--- src/rtl/half_adder_pkg.sv ---
`default_nettype none
// +----------------------------------------------------------------------+
// | half_adder_pkg : shared defaults and counter saturation helper.      |
// | Revision 1.0                                                         |
// +----------------------------------------------------------------------+
package half_adder_pkg;

  localparam int HA_WIDTH_DEF = 1;
  localparam int HA_CNT_W_DEF = 8;

  // Returns {cnt_w{1'b1}} in a 32-bit container; callers cast to their width.
  function automatic logic [31:0] HA_CNT_MAX(input int cnt_w);
    if (cnt_w >= 32) begin
      return 32'hFFFF_FFFF;
    end
    return (32'd1 << cnt_w) - 32'd1;
  endfunction

endpackage : half_adder_pkg
`default_nettype wire

--- src/rtl/half_adder_cell.sv ---
`default_nettype none
// +----------------------------------------------------------------------+
// | half_adder_cell : 1-bit combinational half adder (s = a^b, c = a&b). |
// | Revision 1.0                                                         |
// +----------------------------------------------------------------------+
module half_adder_cell (
  input  logic a,
  input  logic b,
  output logic s,
  output logic c
);

  assign s = a ^ b;
  assign c = a & b;

endmodule : half_adder_cell
`default_nettype wire

--- src/rtl/half_adder.sv ---
`default_nettype none
// +----------------------------------------------------------------------+
// | half_adder : registered lane-parallel half adder, saturating carry   |
// | event counter. Revision 1.0                                          |
// +----------------------------------------------------------------------+
module half_adder
  import half_adder_pkg::*;
#(
  parameter int WIDTH = HA_WIDTH_DEF,
  parameter int CNT_W = HA_CNT_W_DEF
) (
  input  logic             clk,
  input  logic             rst_n,
  input  logic [WIDTH-1:0] A,
  input  logic [WIDTH-1:0] B,
  output logic [WIDTH-1:0] out,
  output logic [WIDTH-1:0] cy,
  output logic [CNT_W-1:0] cy_cnt
);

  localparam logic [CNT_W-1:0] c_CNT_MAX = CNT_W'(HA_CNT_MAX(CNT_W));

  logic [WIDTH-1:0] w_s;
  logic [WIDTH-1:0] w_c;
  logic             w_any_cy;

  logic [WIDTH-1:0] r_out;
  logic [WIDTH-1:0] r_cy;
  logic [CNT_W-1:0] r_cnt;

  for (genvar i = 0; i < WIDTH; i++) begin : g_lane
    half_adder_cell u_cell (
      .a (A[i]),
      .b (B[i]),
      .s (w_s[i]),
      .c (w_c[i])
    );
  end

  assign w_any_cy = |w_c;

  always_ff @(posedge clk) begin
    if (!rst_n) begin
      r_out <= '0;
      r_cy  <= '0;
      r_cnt <= '0;
    end else begin
      r_out <= w_s;
      r_cy  <= w_c;
      // Count on the same edge the carry is registered; hold once saturated.
      if (w_any_cy && (r_cnt != c_CNT_MAX)) begin
        r_cnt <= r_cnt + CNT_W'(1);
      end
    end
  end

  assign out    = r_out;
  assign cy     = r_cy;
  assign cy_cnt = r_cnt;

endmodule : half_adder
`default_nettype wire

--- config.mk ---
export PLATFORM = sky130hd
export DESIGN_NAME = half_adder
export DESIGN_NICKNAME = d
export VERILOG_FILES = /design/src/rtl/half_adder_pkg.sv /design/src/rtl/half_adder_cell.sv /design/src/rtl/half_adder.sv
export SDC_FILE = /design/constraint.sdc
export NUM_CORES = 1
export LEC_CHECK = 0
export ABC_AREA = 1
export CORE_MARGIN = 5
export CORE_UTILIZATION = 41
export CTS_CLUSTER_SIZE = 40
export DETAILED_ROUTE_END_ITERATION = 7
export HOLD_SLACK_MARGIN = 0.03
export PLACE_DENSITY = 0.72
export SETUP_SLACK_MARGIN = 0.5
export SLEW_MARGIN = 30
export SYNTH_ARGS = -nofsm -noshare
export SYNTH_HDL_FRONTEND = slang
export SYNTH_SLANG_ARGS = --single-unit
--- constraint.sdc ---
create_clock -name clk -period 1.2 [get_ports clk]
set_clock_uncertainty 0.15 [all_clocks]
set_input_delay 0.36 -clock clk [delete_from_list [all_inputs] [get_ports clk]]
set_output_delay 0.36 -clock clk [all_outputs]
set_load 0.05 [all_outputs]
==> results.md <==
* Yosys reg bits at 10
* Synth Area per Inst at 7.04 um^2
* Largest net degree at the start of global routing at 8
* Syn Nets at 83
* Global-route wire length before repair at 2890 um
* VDD IR-drop max at 0.825 mV
* Leak pwr at 0.489 nW
* Data arrival, critical path at 1.49 ns
* CTS Root Cell: clkbuf_4
* Startpoint Class: register
* Row count at 13
* Tmin final at 1.45 ns
* H-tree levels at 1
* CP Capture Type: register
* Pwr dens at 731 nW/um^2
* Mapped cell area at 542 um^2
* Worst EP required at 1.25 ns
* Top post-synthesis cells by area: dfxtp_1, nand2_1, inv_1, nor2_1, ha_1
* Failing checks: setup timing
* Die ar. at 2150 um^2
* Max Cap Viol at 0
* Status: finished, violations left
* Mean routed wirelength per cell at 14.2 um
* Ports at 14
* RePlAce Congestion at 0.698
* Slowest CP cell: dfxtp_4
* Slew margin rel. at 87.1%
* Layout cell share with drive strength beyond 1 at 59.3%
* Post-synthesis sequential area ratio at 37.0%
* Hold crit path type: in -> reg
* RSZ-0062 raised after global routing: yes
* Initial Util at 42.7%
* Antenna violations before repair at 0
* Nets@finish at 115
* Final Hold Fails at 0
* 1st-iter DRT viols at 7
* Fmax achieved at 0.691 GHz
* Vias in the first global route at 620
* Detailed placement HPWL at 999 um
* Die H at 46.4 um
* Max incr delay on CP at 0.37 ns
* Post-route setup TNS at -2.74 ns
* Clock Path Buffers at 2
* Crit path max-delay family: simple AND/OR/NAND/NOR gates
* Via count at 603
* Total routed wirelength at 1750 um
* Worst path bufs/invs at 1
* TritonRoute pass-1 iters at 4
* Synthesized netlist cell count at 77
* FF/Latch Area at 238 um^2
* Area share of the largest cell type after synthesis at 37.0%
* Clk pin slew, worst setup/hold paths at 0.07 ns
* Port Buffers at 13
* Grt total ovfl at 0
* Cell Chain, Critical Path: buf_12 > ha_4 > nand2_4 > nor2_4 > nand2_2 > o21bai_4 > nand2_2 > nor2_1
* Placeable Area at 1270 um^2
* Post-route antenna net violation count at 0
* Crit Path Max Fanout at 4
* Post-layout power at 792 uW
* Distinct cell type count after synthesis at 18
* Crit path top cell by count: nand2_2
* Total GRT Usage at 19.7%
* TritonCTS clock tree: built
* Worst-skew pair later-pin latency at 0.27 ns
* Antenna Cells at 0
* Yosys warns at 0
* Dominant cell type by area after synthesis: dfxtp_1
* Area growth from synthesis to layout at 99.8%
* R2R Setup Slk at -0.25 ns
* CTS buffer count at 3
* Die X at 46.4 um
* Worst Setup Slack, final at -0.247 ns
* Tcrit/Tclk final at 121%
* # clock sinks at 10
* Final setup viols at 18
* Fill cells at 71
* Routed vias/inst at 4.90
* Final number of max-transition violations at 0
* Tightest Pin Transition at 0.193 ns
* DRC viols at 0
* Crit path kind: reg -> reg
* Multi-input gate area at 364 um^2
==> layer usage <==
layer | global-route usage [%] | wire length (um)
met1 | 21.9 | 712
met2 | 33.2 | 950
met3 | 6.64 | 71
met4 | 9.66 | 14
met5 | 0 | 0
==> cells by family (layout without fill, tap and decap cells) <==
family | Yosys count | count (layout) | share of synthesized area (%)
AO/OA/AOI/OAI | 6 | 6 | 7.39
buffers and inverters | 13 | 43 | 11.1
flip-flops | 10 | 10 | 37.0
AND/OR/NAND/NOR | 46 | 47 | 40.0
adder cells (fa/ha/maj) | 2 | 2 | 4.62
==> cell usage in the layout, fill, tap and decap left out, drive strengths merged <==
master / instances
nand4: 1
dfxtp: 10
nand3: 4
nand2: 27
a21oi: 5
nor2: 12
clkbuf: 4
inv: 11
buf: 28
nor3: 2
nand3b: 1
o21bai: 1
ha: 2
==> final cells by class <==
type	count	share of cell area [%]
clock buffers	4	3.35
inverters	11	3.82
multi-input cells	55	33.6
flip-flops and latches	10	22.0
well taps	15	1.73
repair buffers	28	35.5
==> synth_stat cells <==
library cell and instances:
o21bai_2 1, nand3b_1 1, nand2_4 1, ha_1 2, nand3_1 4, buf_6 1, nand2_2 2, inv_1 11
nor3_1 2, nand2_1 23, nor2_4 2, nor2_1 9, buf_4 1, a21oi_1 4, a21oi_2 1, nand4_1 1
dfxtp_1 10, nor2_2 1
==> sequential cells by signal (all words and copies together), names as in the netlist <==
name	cells
cy_cnt	8
cy	1
out	1
==> through the flow <==
stage	cell area [um^2]	hold slack, ns	utilization [%]	setup WS [ns]	instances
5_1_grt	1080	0.171	85.3	-0.312	123
2_1_floorplan	609	0.403	-	-0.145	77
4_1_cts	1060	0.175	83.7	-0.201	123
6_report	1080	0.184	85.3	-0.247	123
3_3_place_gp	892	0.363	70.3	-0.532	110
3_5_place_dp	892	0.384	70.3	-0.564	110
==> repair_timing <==
action	4_1_cts	5_1_grt
setup buffers	8	0
gates cloned	1	0
endpoints found under the hold margin	0	0
pin swaps	7	2
hold buffers	0	0
gates resized for setup	26	6
endpoints found under the setup margin	20	20
==> report_power, final <==
| group | leakage, nW | total, mW | switching (mW) | internal, mW |
|---|---|---|---|---|
| Combinational | 0.379 | 0.154 | 0.0710 | 0.0833 |
| Clock | 0.0210 | 0.307 | 0.123 | 0.184 |
| Sequential | 0.0888 | 0.330 | 0.00764 | 0.323 |
==> worst paths after layout <==
kind | from | end | cells past startpoint
hold reg to reg | cy_cnt[7] | cy_cnt[7] | 3
hold / removal | rst_n | cy | 3
setup reg to reg | cy_cnt[1] | cy_cnt[6] | 8
setup / recovery | cy_cnt[1] | cy_cnt[6] | 8
==> tightest hold or removal path, stage by stage <==
cell and delay (ns):
buf_2 0.13, nand2_2 0.06, inv_1 0.04
Note: power is estimated with default switching activity, not from simulation.
